### src/rtl/bcd_seg_pkg.sv
// Shared definitions for the BCD 7-segment display driver:
// active-low segment patterns, the converter state encoding and a helper
// that returns the number of decimal digits an unsigned width can need.
package bcd_seg_pkg;

    // Segment patterns, bit 6 = segment a ... bit 0 = segment g, lit by 0.
    localparam logic [6:0] SEG_0     = 7'b0000001;
    localparam logic [6:0] SEG_1     = 7'b1001111;
    localparam logic [6:0] SEG_2     = 7'b0010010;
    localparam logic [6:0] SEG_3     = 7'b0000110;
    localparam logic [6:0] SEG_4     = 7'b1001100;
    localparam logic [6:0] SEG_5     = 7'b0100100;
    localparam logic [6:0] SEG_6     = 7'b0100000;
    localparam logic [6:0] SEG_7     = 7'b0001111;
    localparam logic [6:0] SEG_8     = 7'b0000000;
    localparam logic [6:0] SEG_9     = 7'b0000100;
    localparam logic [6:0] SEG_BLANK = 7'b1111111;

    // Converter states.
    typedef enum logic [1:0] {
        IDLE  = 2'd0,
        SHIFT = 2'd1,
        DONE  = 2'd2
    } state_e;

    // ceil(in_w * log10(2)) using a fixed-point log10(2) = 0.30103.
    // in_w * log10(2) is never an exact integer, so the rounding is safe.
    function automatic int min_digits(input int in_w);
        return (in_w * 30103 + 99999) / 100000;
    endfunction

endpackage

### src/rtl/seg7_dec.sv
// Combinational BCD digit to active-low 7-segment decoder with a blank
// override. Codes 10..15 are not valid BCD and show as blank.
module seg7_dec
    import bcd_seg_pkg::*;
(
    input  logic [3:0] digit,
    input  logic       blank,
    output logic [6:0] seg
);

    // Decode one digit, forcing all segments off when blank is set.
    always_comb begin
        // NOTE: seg is given a default before any branch so every path assigns it and no latch is inferred.
        seg = SEG_BLANK;
        if (!blank) begin
            case (digit)
                4'd0:    seg = SEG_0;
                4'd1:    seg = SEG_1;
                4'd2:    seg = SEG_2;
                4'd3:    seg = SEG_3;
                4'd4:    seg = SEG_4;
                4'd5:    seg = SEG_5;
                4'd6:    seg = SEG_6;
                4'd7:    seg = SEG_7;
                4'd8:    seg = SEG_8;
                4'd9:    seg = SEG_9;
                default: seg = SEG_BLANK;
            endcase
        end
    end

endmodule

### src/rtl/bcd_seg_driver.sv
// Sequential binary-to-BCD converter (shift-and-add-3, one bit per clock)
// driving one registered active-low 7-segment pattern per decimal digit.
// Results only change in the single cycle after a conversion completes, so
// the displays never show intermediate values.
//
// Optional feature: define BCD_SEG_LZB_EN for leading-zero blanking of the
// hex outputs (digit 0 always shown; bcd output unaffected).
module bcd_seg_driver
    import bcd_seg_pkg::*;
#(
    parameter int IN_W   = 8,
    parameter int DIGITS = 3
) (
    input  logic                  clk,
    input  logic                  rst_n,
    input  logic                  start,
    input  logic [IN_W-1:0]       bin,
    output logic                  busy,
    output logic                  done,
    output logic [4*DIGITS-1:0]   bcd,
    output logic [7*DIGITS-1:0]   hex
);

    localparam int SCR_W = 4 * DIGITS;
    localparam int HEX_W = 7 * DIGITS;
    localparam int CNT_W = $clog2(IN_W + 1);
    localparam logic [CNT_W-1:0] CNT_LOAD = CNT_W'(IN_W);
    localparam logic [CNT_W-1:0] CNT_ONE  = CNT_W'(1);

    // Refuse to build a converter that cannot hold the largest input value.
    generate
        if (IN_W < 1) begin : g_bad_width
            $error("bcd_seg_driver: IN_W must be at least 1");
        end
        if (DIGITS < min_digits(IN_W)) begin : g_bad_digits
            $error("bcd_seg_driver: DIGITS too small for IN_W");
        end
    endgenerate

    state_e           state_q,   state_d;
    logic [IN_W-1:0]  sreg_q,    sreg_d;
    logic [SCR_W-1:0] scratch_q, scratch_d;
    logic [CNT_W-1:0] cnt_q,     cnt_d;
    logic [SCR_W-1:0] bcd_q,     bcd_d;
    logic [HEX_W-1:0] hex_q,     hex_d;
    logic             done_q,    done_d;

    logic [SCR_W-1:0] scratch_adj;
    logic [DIGITS-1:0] blank;
    logic [HEX_W-1:0] hex_dec;

    // Add-3 correction: each digit >= 5 gets +3 independently, no carries.
    always_comb begin
        scratch_adj = scratch_q;
        for (int k = 0; k < DIGITS; k++) begin
            if (scratch_q[4*k +: 4] >= 4'd5) begin
                scratch_adj[4*k +: 4] = scratch_q[4*k +: 4] + 4'd3;
            end
        end
    end

`ifdef BCD_SEG_LZB_EN
    logic lead_zero;

    // Blank digits above digit 0 while they and everything above are zero.
    always_comb begin
        lead_zero = 1'b1;
        blank     = '0;
        for (int k = DIGITS - 1; k > 0; k--) begin
            lead_zero = lead_zero & (scratch_q[4*k +: 4] == 4'd0);
            blank[k]  = lead_zero;
        end
    end
`else
    // Every digit is shown, including leading zeros.
    always_comb begin
        blank = '0;
    end
`endif

    // One decoder per digit, fed from the finished scratch value.
    generate
        for (genvar k = 0; k < DIGITS; k++) begin : g_dec
            seg7_dec u_dec (
                .digit (scratch_q[4*k +: 4]),
                .blank (blank[k]),
                .seg   (hex_dec[7*k +: 7])
            );
        end
    endgenerate

    // Next-state and datapath: load on start, shift IN_W times, then commit.
    always_comb begin
        state_d   = state_q;
        sreg_d    = sreg_q;
        scratch_d = scratch_q;
        cnt_d     = cnt_q;
        bcd_d     = bcd_q;
        hex_d     = hex_q;
        done_d    = 1'b0;

        case (state_q)
            IDLE: begin
                if (start) begin
                    sreg_d    = bin;
                    scratch_d = '0;
                    cnt_d     = CNT_LOAD;
                    state_d   = SHIFT;
                end
            end
            SHIFT: begin
                scratch_d = {scratch_adj[SCR_W-2:0], sreg_q[IN_W-1]};
                sreg_d    = sreg_q << 1;
                cnt_d     = cnt_q - CNT_ONE;
                if (cnt_d == '0) begin
                    state_d = DONE;
                end
            end
            DONE: begin
                bcd_d   = scratch_q;
                hex_d   = hex_dec;
                done_d  = 1'b1;
                state_d = IDLE;
            end
            default: begin
                state_d = IDLE;
            end
        endcase
    end

    // State and result registers; reset aborts any conversion in flight.
    always_ff @(posedge clk or negedge rst_n) begin
        if (!rst_n) begin
            state_q   <= IDLE;
            sreg_q    <= '0;
            scratch_q <= '0;
            cnt_q     <= '0;
            bcd_q     <= '0;
            hex_q     <= {DIGITS{SEG_BLANK}};
            done_q    <= 1'b0;
        end else begin
            // NOTE: non-blocking assignments so every flop samples pre-edge values.
            state_q   <= state_d;
            sreg_q    <= sreg_d;
            scratch_q <= scratch_d;
            cnt_q     <= cnt_d;
            bcd_q     <= bcd_d;
            hex_q     <= hex_d;
            done_q    <= done_d;
        end
    end

    assign busy = (state_q == SHIFT);
    assign done = done_q;
    assign bcd  = bcd_q;
    assign hex  = hex_q;

endmodule

### config.mk
export PLATFORM = sky130hd
export DESIGN_NAME = bcd_seg_driver
export DESIGN_NICKNAME = d
export VERILOG_FILES = /design/src/rtl/bcd_seg_pkg.sv /design/src/rtl/seg7_dec.sv /design/src/rtl/bcd_seg_driver.sv
export SDC_FILE = /design/constraint.sdc
export NUM_CORES = 1
export LEC_CHECK = 0
export CAP_MARGIN = 20
export CORE_ASPECT_RATIO = 0.9
export CORE_MARGIN = 2
export CORE_UTILIZATION = 45
export CTS_CLUSTER_DIAMETER = 100
export DETAILED_ROUTE_END_ITERATION = 10
export PLACE_DENSITY = 0.68
export SYNTH_ARGS = -nofsm -noshare
export SYNTH_HDL_FRONTEND = slang
export SYNTH_SLANG_ARGS = --single-unit
### constraint.sdc
create_clock -name clk -period 3.1 [get_ports clk]
set_clock_uncertainty 0.1 [all_clocks]
set_input_delay 0.465 -clock clk [delete_from_list [all_inputs] [get_ports clk]]
set_output_delay 0.465 -clock clk [all_outputs]
set_load 0.02 [all_outputs]
-- Word level (Yosys, flattened, before mapping)
Memories as Yosys holds them, arrays and structs flattened. A register that Yosys moved wholly into a read port is not among the register bits.
Cells that the tools add are included.
- equal/unequal tests: 4
- reduce and logical (&&, ||, !) cells: 8
- multiplexer cells: 13
- add/subtract/negate cells: 4
- magnitude comparators: 3
- operators by type and width (cell ; number):
    12-bit case mux with 2 select lines ; 1
    8-bit case mux with 2 select lines ; 1
    4-bit by 3-bit greater-or-equal comparator with 1-bit output (second input constant) ; 3
    12-bit 2-to-1 mux ; 1
    4-bit 2-to-1 mux ; 3
    4-bit by 2-bit adder with 4-bit output (second input constant) ; 2
    8-bit 2-to-1 mux ; 1
    4-bit case mux with 2 select lines ; 1
    4-bit zero test ; 1
    2-bit 2-to-1 mux ; 2
    2-bit case mux with 2 select lines ; 1
    2-bit AND reduction ; 2
    4-bit by 1-bit subtractor with 4-bit output (second input constant) ; 1
    3-bit by 2-bit adder with 3-bit output (second input constant) ; 1
    1-bit zero test ; 3
    3-bit 2-to-1 mux ; 1
    2-bit by 1-bit equality test with 1-bit output (second input constant) ; 1
    2-bit equality test (second input constant) ; 1
    2-bit zero test ; 1
    2-bit by 1-bit != test with 1-bit output (second input constant) ; 1
    2-bit != test (second input constant) ; 1
    2-bit nonzero test ; 1
    1-bit 2-to-1 mux ; 1
- memories: 3
- word-level logic and storage cells: 41
- register bits after elaboration: 39
- input port bits: 11
- output and inout bits: 35
- memory bits (read-only): 336
- memories (memory ; words ; width ; rd ports ; clocked after memory_dff ; wr ports ; RTL line ; RTL):
    (name not given) ; 16 ; 7 ; 1 ; 1 ; 0 ; seg7_dec.sv:16 ; case (digit)
    (name not given) ; 16 ; 7 ; 1 ; 1 ; 0 ; seg7_dec.sv:16 ;
    (name not given) ; 16 ; 7 ; 1 ; 1 ; 0 ; seg7_dec.sv:16 ;

-- Depth between registers and ports, before layout
Gate-level depths: netlist of the first run.
- word-level depth: 4
- gate-level depth with buffers: 6
- gate-level depth less buffers: 6

-- By module
From an unflattened synthesis of the first run, not the netlist that was laid out.
- cell total of the unflattened synthesis: 327
- area, all modules: 3643.5 um^2
- by module, submodules not included (module ; instances ; area each (um^2) ; cells an instance ; seq. area each (um^2)):
    bcd_seg_driver ; 1 ; 2924.1 ; 227 ; 1527.7
    seg7_dec (g_dec[0].u_dec) ; 1 ; 247.7 ; 34 ; 0.0
    seg7_dec (g_dec[1].u_dec) ; 1 ; 236.5 ; 33 ; 0.0
    seg7_dec (g_dec[2].u_dec) ; 1 ; 235.2 ; 33 ; 0.0

-- Worst setup path after synthesis of the first run
No wires, ideal clock.
- path type: register -> register
- start: register scratch_q[1]
- end: register scratch_q[3]
- period minus slack after synthesis: 1564 ps
- buffers on the path: 0
- data required time: 2879 ps
- setup slack: 1536 ps
- arrival time: 1343 ps
- stages on the path, launching flop included: 7
- cells stage by stage: dfrtp_1 -> inv_1 -> ha_1 -> ha_1 -> o21ai_0 -> o21ai_0 -> a22o_1
- cells in the longest elaborated chain, start to end: 3
- elaborated cells on any way between the ends: 4
- RTL lines (element ; RTL line ; RTL):
    start: declaration ; bcd_seg_driver.sv:42 ; logic [SCR_W-1:0] scratch_q, scratch_d;
    start signal: assignment ; bcd_seg_driver.sv:145 ; scratch_q <= scratch_d;
    4-bit by 2-bit adder with 4-bit output / 4-bit by 3-bit greater-or-equal comparator with 1-bit output (equally long branches) ; bcd_seg_driver.sv:57, bcd_seg_driver.sv:56 ;
    4-bit 2-to-1 mux (*) ; bcd_seg_driver.sv:56 ; if (scratch_q[4*k +: 4] >= 4'd5) begin
    12-bit case mux with 2 select lines (*) ; bcd_seg_driver.sv:102 ; case (state_q)
Every way passes the cells marked *; elsewhere a longest branch is shown, timed or not.
A chain may end at the register's enable or synchronous reset.

-- Final worst setup path of the first run
- start: register state_q[1]
- end: output port busy
- cells in the longest elaborated chain, start to end: 1
- RTL lines (element ; RTL line ; RTL):
    start: declaration ; bcd_seg_driver.sv:40 ; state_e state_q, state_d;
    start signal: assignment ; bcd_seg_driver.sv:143 ; state_q <= state_d;
    2-bit by 1-bit equality test with 1-bit output ; bcd_seg_driver.sv:153 ; assign busy = (state_q == SHIFT);
    end: declaration ; bcd_seg_driver.sv:18 ; output logic busy,
No other way between the ends.

==> results of run 1 <==
## report_power, final
group          total (mW)  internal (mW)  switching (mW)
logic                1.88          0.875            1.01
registers            1.52           1.17           0.346
clock network       0.766          0.458           0.308
total                4.16           2.50            1.66
## registers in the layout (all words and copies together) (netlist names)
signal / flops
bcd: 12
cnt_q: 4
done: 1
hex: 21
scratch_q: 12
sreg_q: 8
state_q: 2
## Yosys cell counts, drive strengths merged
cell	n
a21oi	19
nand3	3
and3	2
ha	17
mux2i	8
a31oi	1
o31ai	10
nand3b	1
a21boi	1
buf	16
xor2	1
a22oi	1
nor3b	2
nor2b	4
o21bai	1
nor2	12
clkbuf	3
mux2	5
o311ai	3
o22ai	4
inv	17
nand2b	8
nand2	54
dfrtp	39
nor3	3
o211ai	1
a221o	1
dfstp	21
xnor2	6
a211o	1
a22o	3
o21ai	50
## worst max-delay path by stage
stage	from	endpoint	slack, ns	cells past startpoint
floorplan	scratch_q[1]	scratch_q[3]	1.54	6
global placement	state_q[1]	busy	0.90	3
CTS	state_q[1]	busy	0.51	3
finish	state_q[1]	busy	0.52	3
global route	state_q[1]	busy	0.43	3
detailed placement	state_q[1]	busy	0.87	3
## metrics by stage
step	utilization	cells	setup slack (ns)
after floorplan	-	318	1.54
after global placement	0.537	437	0.903
after detailed placement	0.537	437	0.872
after CTS	0.571	453	0.507
after global routing	0.571	453	0.427
final	0.571	453	0.522
## final cells by class
class / count / area share
sequential: 60 / 0.406
multi-input combinational: 222 / 0.363
timing repair buffer: 48 / 0.124
clock buffer: 13 / 0.0476
tap: 90 / 0.0300
inverter: 17 / 0.0176
clock inverter: 3 / 0.0113
## layer usage
metal / up-vias / global-route usage
li1: 1172 / -
met5: - / 0
met4: 0 / 0.0500
met1: 1111 / 0.210
met3: 11 / 0.0554
met2: 38 / 0.264
## cells by family (layout without fill, tap and decap cells)
| logic type | count (synthesis) | in the layout | synth area share |
|---|---|---|---|
| AO/OA/AOI/OAI | 96 | 96 | 0.181 |
| adder cells (fa/ha/maj) | 17 | 17 | 0.0693 |
| XOR/XNOR | 7 | 7 | 0.0200 |
| AND/OR/NAND/NOR | 89 | 89 | 0.127 |
| multiplexers | 13 | 13 | 0.0444 |
| buffers and inverters | 36 | 81 | 0.0599 |
| flip-flops | 60 | 60 | 0.498 |
==> flow_summary.json, run 1 <==
{
  "r2r_end": "scratch_q[3]",
  "p_per_area_mw_per_mm2": 1110,
  "r2r-start": "scratch_q[1]",
  "wl_met1_um": 2790,
  "num_antenna_cells": 0,
  "port_buffers": 45,
  "whs_ns": 0.174,
  "hp-class": "in2async",
  "drc": 0,
  "arrival_ns": 2.01,
  "cp.buffers_inverters": 2,
  "synth_cell_type_count": 40,
  "reg2reg_depth": 6,
  "relSlewSlack": 0.509,
  "cp-start-kind": "flop",
  "routed_wl_um": 5680,
  "wl_per_cell_um": 12.5,
  "worstMarginPinSlew_ns": 0.737,
  "layout_common_cells": "nand2_1, o21ai_0, clkdlybuf4s50_1, dfrtp_1, dfstp_2",
  "layout_commonest_cell": "nand2_1",
  "cp_top_family": "buffers and inverters",
  "initial_utilization": 0.466,
  "max_cap_viol_count": 0,
  "floorplan.die.height_um": 82.4,
  "postLayoutCellArea_mm2": 0.00376,
  "dr_wl_met3_um": 232,
  "ys_top_cells_by_area": "dfrtp_1, dfstp_2, o21ai_0",
  "gp_congestion": 0.794,
  "path_class": "reg2out",
  "placementRows": 28,
  "cts_setup_buffers": 0,
  "numCtsBuffers": 9,
  "grt_max_degree": 61,
  "clockBufferDepth": 2,
  "p_leak_nw": 1.62,
  "firstDrtPassIters": 6,
  "num-fill-cells": 603,
  "ctsResizeCount": 0,
  "synth.largest_area_cell": "dfrtp_1",
  "worst_path_max_delay_cell": "clkdlybuf4s50_1",
  "syn-cell-area_mm2": 0.00307,
  "grt_pass1_wl_um": 9710,
  "cts_tree": "built",
  "seqCellArea_mm2": 0.00153,
  "htree_levels": 3,
  "die_area_mm2": 0.00750,
  "min_period_over_period": 0.832,
  "cts_root_buffer": "clkbuf_8",
  "slowest_delay_ns": 0.65,
  "track_usage": 0.163,
  "vias": 2332,
  "rsz0062_at_grt": "no",
  "clk_pin_slew_ns": 0.06,
  "hold_viol": 0,
  "period_needed_ns": 2.58,
  "ys_warn_count": 0,
  "tns_ns": 0,
  "ant_nets": 0,
  "syn_nets": 346,
  "antenna_found_initial": 0,
  "crit_chain": "nand2b_2 > inv_4 > clkdlybuf4s50_1",
  "ir_drop_v": 0.000462,
  "syn_inst": 318,
  "first_iter_violations": 135,
  "areaGrowthSynthToFinish_pct": 22.5,
  "worstPathRequired_ns": 2.53,
  "multi_input_area_mm2": 0.00136,
  "finalSetupViolCount": 0,
  "clk_latency_ns": 0.34,
  "avgViaCountPerCell": 5.15,
  "core_area_mm2": 0.00659,
  "cp-end-kind": "output port",
  "power.total_mw": 4.16,
  "rrSetupSlack_ns": 1.25,
  "fmax_ghz": 0.388,
  "avgSynthCellArea_um2": 9.65,
  "nets": 386,
  "finalMaxSlewViolations": 0,
  "seq_area_frac_synth": 0.498,
  "drive_gt1_frac": 0.140,
  "ios": 46,
  "top_layer_used": "met4",
  "cp_max_fo": 18,
  "fp.dieW_um": 91.1,
  "cts_hold_buffers": 0,
  "ys_ff_latch": 60,
  "grt_overflow": 0,
  "placed_area_mm2": 0.00354,
  "wl_met2_um": 2590,
  "grt_pass1_vias": 2125,
  "hpwl_um": 3840,
  "run_status": "complete, no violations",
  "cts.sink_count": 60,
  "synth_top_area_share": 0.318
}
Note: power is estimated with default switching activity, not from simulation.
==> inputs of run 2 (changes only) <==
- clock period: 3.1 -> 2.4 ns (I/O delays scaled with it)
==> run 2 against run 1 <==
Sequential share of layout area decreased by 0.90 points. First-iteration DRC count increased by 1.5%. Sequential power increased by 29%. Critical path depth unchanged. Non-clock buffer count increased by 4. Largest power group unchanged.
==> flow_summary.json, run 2 (synthesis gave the netlist of run 1 again) <==
{
  "run_status": "complete, no violations",
  "hp-class": "reg2reg",
  "grt_pass1_vias": 2257,
  "finalSetupViolCount": 0,
  "drive_gt1_frac": 0.147,
  "numCtsBuffers": 9,
  "wl_per_cell_um": 13.2,
  "worstPathRequired_ns": 1.94,
  "r2r-start": "scratch_q[5]",
  "tns_ns": 0,
  "track_usage": 0.175,
  "arrival_ns": 1.82,
  "reg2reg_depth": 6,
  "min_period_over_period": 0.948,
  "rrSetupSlack_ns": 0.60,
  "firstDrtPassIters": 4,
  "period_needed_ns": 2.28,
  "hold_viol": 0,
  "areaGrowthSynthToFinish_pct": 25.3,
  "clk_latency_ns": 0.34,
  "vias": 2368,
  "ctsResizeCount": 0,
  "htree_levels": 3,
  "num_antenna_cells": 0,
  "grt_overflow": 0,
  "largest_reg_flops": 21,
  "p_per_area_mw_per_mm2": 1450,
  "hpwl_um": 4130,
  "cp_top_family": "buffers and inverters",
  "cp-end-kind": "output port",
  "cts.sink_count": 60,
  "min_path_cells": 2,
  "cts_hold_buffers": 1,
  "hold_end": "hex[11]",
  "multi_input_area_mm2": 0.00136,
  "first_iter_violations": 137,
  "cts_root_buffer": "clkbuf_8",
  "layout_common_cells": "nand2_1, o21ai_0, clkdlybuf4s50_1, dfrtp_1, dfstp_2",
  "layout_commonest_cell": "nand2_1",
  "worst_path_max_delay_cell": "clkdlybuf4s50_1",
  "setup_slack_ns": 0.124,
  "ios": 46,
  "fin_util": 0.584,
  "cts_tree": "built",
  "worstHoldStart": "hex[11]",
  "die_area_mm2": 0.00750,
  "fp.dieW_um": 91.1,
  "ir_drop_v": 0.000748,
  "dpl_worst_slack_ns": 0.482,
  "ant_nets": 0,
  "port_buffers": 45,
  "routed_wl_um": 6040,
  "max_cap_viol_count": 0,
  "p_leak_nw": 1.66,
  "seqCellArea_mm2": 0.00153,
  "cp.buffers_inverters": 2,
  "slowest_delay_ns": 0.60,
  "relSlewSlack": 0.561,
  "rsz0062_at_grt": "no",
  "floorplan.die.height_um": 82.4,
  "grt_max_degree": 33,
  "placementRows": 28,
  "cts_setup_buffers": 0,
  "cp_max_fo": 13,
  "finalMaxSlewViolations": 0,
  "worstMarginPinSlew_ns": 0.659,
  "crit_chain": "nand2b_2 > inv_4 > clkdlybuf4s50_1",
  "fmax_ghz": 0.439,
  "cp-start-kind": "flop",
  "core_area_mm2": 0.00659,
  "critPathLaunch": "state_q[1]",
  "antenna_found_initial": 0,
  "gp_congestion": 0.773,
  "clockBufferDepth": 2,
  "nets": 390,
  "num-fill-cells": 605,
  "avgViaCountPerCell": 5.18,
  "initial_utilization": 0.466,
  "grt_pass1_wl_um": 10300,
  "clk_pin_slew_ns": 0.07,
  "r2r_end": "scratch_q[7]",
  "drc": 0,
  "path_class": "reg2out"
}
run 2: how the worst max path moves through the flow:
stage                         to  slack [ns]  cells past startpoint
floorplan           scratch_q[3]        0.84                      6
global placement            busy        0.50                      3
detailed placement          busy        0.48                      3
CTS                         busy         0.1                      3
global route                busy        0.03                      3
finish                      busy        0.12                      3
run 2: layout make-up:
type,count,area share
clock inverter,6,0.0290
sequential,60,0.397
tap,90,0.0293
timing repair buffer,52,0.137
multi-input combinational,222,0.355
inverter,17,0.0172
clock buffer,10,0.0358
run 2: report_power, final:
group | leakage, nW | internal [mW] | switching [mW]
clock network | 0.122 | 0.718 | 0.411
logic | 0.816 | 1.16 | 1.33
registers | 0.718 | 1.51 | 0.449
run 2: metal layers:
layer	GRT usage	vias up	wire length, um
li1	-	1184	-
met1	0.221	1119	2910
met2	0.284	58	2740
met3	0.0572	7	330
met4	0.0652	0	61
met5	0	-	0
run 2: stage by stage:
stage	instance area, um^2	hold slack [ns]	instances	power (mW)
after floorplan	3070	-0.0356	318	3.66
after global placement	3590	0.326	440	4.40
after detailed placement	3590	0.328	440	4.48
after CTS	3840	0.374	457	5.63
after global routing	3840	0.385	457	6.03
final	3840	0.368	457	5.58
run 2: worst register-to-register path, delay by kind of cell, from the launching register on:
| family | cells | cell delay [ns] |
|---|---|---|
| compound gates | 3 | 0.39 |
| fa+ha+maj | 2 | 0.53 |
| buf+inv | 1 | 0.17 |
| flops | 1 | 0.50 |
==> inputs of run 3 (changes only) <==
- MAX_ROUTING_LAYER: not set -> met4
- PLACE_DENSITY: 0.68 -> 0.71
- clock period: 2.4 -> 1.9 ns (I/O delays scaled with it)
==> run 3 against run 2 <==
Via count fell by 2.3%. Cell count grew 0.88%. Sequential cell count unchanged. Worst hold slack worse by 0.052 ns. Non-clock buffer count up 4. Critical path depth shrank 2. Global-route usage about the same. Sequential share of layout area decreased by 0.12 points. Critical path type unchanged. Largest cell class unchanged. Highest routed layer unchanged.
==> flow_summary.json, run 3 (synthesis gave the netlist of run 1 again) <==
{
  "run_status": "complete, no violations",
  "cp_top_family": "buffers and inverters",
  "ant_nets": 0,
  "floorplan.die.height_um": 82.4,
  "layout_common_cells": "nand2_1, o21ai_0, clkdlybuf4s50_1, dfrtp_1, dfstp_2",
  "postLayoutCellArea_mm2": 0.00386,
  "cp-start-kind": "flop",
  "htree_levels": 3,
  "gp_congestion": 0.849,
  "largest_reg_flops": 21,
  "worstPathRequired_ns": 1.51,
  "hp-class": "in2async",
  "crit_chain": "clkdlybuf4s50_1",
  "numCtsBuffers": 9,
  "grt_pass1_wl_um": 10100,
  "cts_tree": "built",
  "wl_per_cell_um": 12.8,
  "layout_commonest_cell": "nand2_1",
  "p_leak_nw": 1.69,
  "slowest_delay_ns": 0.61,
  "avgViaCountPerCell": 5.02,
  "cp_max_fo": 2,
  "clk_pin_slew_ns": 0.07,
  "routed_wl_um": 5880,
  "max_cap_viol_count": 0,
  "placed_area_mm2": 0.00362,
  "path_class": "reg2out",
  "drive_gt1_frac": 0.154,
  "cts.sink_count": 60,
  "cts_setup_buffers": 0,
  "clk_latency_ns": 0.34,
  "core_area_mm2": 0.00659,
  "fp.dieW_um": 91.1,
  "die_area_mm2": 0.00750,
  "clockBufferDepth": 2,
  "cp.buffers_inverters": 1,
  "setup_slack_ns": 0.0366,
  "finalSetupViolCount": 0,
  "track_usage": 0.175,
  "dpl_worst_slack_ns": 0.121,
  "ir_drop_v": 0.000938,
  "fin_util": 0.586,
  "worstMarginPinSlew_ns": 0.551,
  "arrival_ns": 1.48,
  "initial_utilization": 0.466,
  "placementRows": 28,
  "areaGrowthSynthToFinish_pct": 25.8,
  "firstDrtPassIters": 4,
  "ios": 46,
  "tns_ns": 0,
  "cp-end-kind": "output port",
  "first_iter_violations": 116,
  "grt_pass1_vias": 2171,
  "grt_overflow": 0,
  "hpwl_um": 4100,
  "hold_viol": 0,
  "p_per_area_mw_per_mm2": 1820,
  "rsz0062_at_grt": "no",
  "fmax_ghz": 0.537,
  "worst_path_max_delay_cell": "clkdlybuf4s50_1",
  "finalMaxSlewViolations": 0,
  "relSlewSlack": 0.630,
  "period_needed_ns": 1.86,
  "min_period_over_period": 0.981,
  "num_antenna_cells": 0,
  "port_buffers": 45,
  "nets": 394,
  "grt_max_degree": 45,
  "cts_root_buffer": "clkbuf_8",
  "drc": 0,
  "antenna_found_initial": 0,
  "vias": 2314
}
-- run 3: worst paths after layout --
path | cells past startpoint | end | startpoint | slack, ns
max | 1 | hex[0] | hex[0] | 0.04
min | 2 | bcd[3] | rst_n | 0.32
max reg2reg | 6 | scratch_q[3] | scratch_q[0] | 0.19
min reg2reg | 2 | hex[11] | hex[11] | 0.37
max in group asynchronous | 3 | hex[5] | rst_n | 0.77
min in group clk | 2 | hex[11] | hex[11] | 0.37
-- run 3: report_power, final --
group | total [mW] | switching [mW] | internal (mW)
Sequential | 2.40 | 0.493 | 1.91
Clock | 1.36 | 0.488 | 0.868
Combinational | 3.28 | 1.75 | 1.53
Total | 7.04 | 2.73 | 4.30
-- run 3: routing by layer --
metal,track usage,vias up,part of all wire
met2,0.269,43,0.46
met1,0.226,1082,0.49
met5,-,-,0
met4,0.0500,0,0.0075
li1,-,1184,-
met3,0.0535,5,0.042
-- run 3: cell type report --
type,count,area (um^2)
fill,590,2730
sequential,60,1530
multi-input combinational,222,1360
timing repair buffer,56,557
clock buffer,11,131
tap,90,113
clock inverter,5,100
inverter,17,66.3
-- run 3: per-stage QoR --
| step | power [mW] | std cells | hold slack [ns] |
|---|---|---|---|
| 6_report | 7.04 | 461 | 0.316 |
| 5_1_grt | 7.62 | 461 | 0.337 |
| 4_1_cts | 7.10 | 461 | 0.314 |
| 3_5_place_dp | 5.73 | 444 | 0.133 |
| 3_3_place_gp | 5.64 | 444 | 0.137 |
| 2_1_floorplan | 4.63 | 318 | -0.111 |
-- run 3: what timing repair did --
item	in CTS	in global routing
gates cloned	0	0
hold endpoints to repair	5	0
hold buffers	1	0
resized for setup	1	2
setup endpoints to repair	1	2
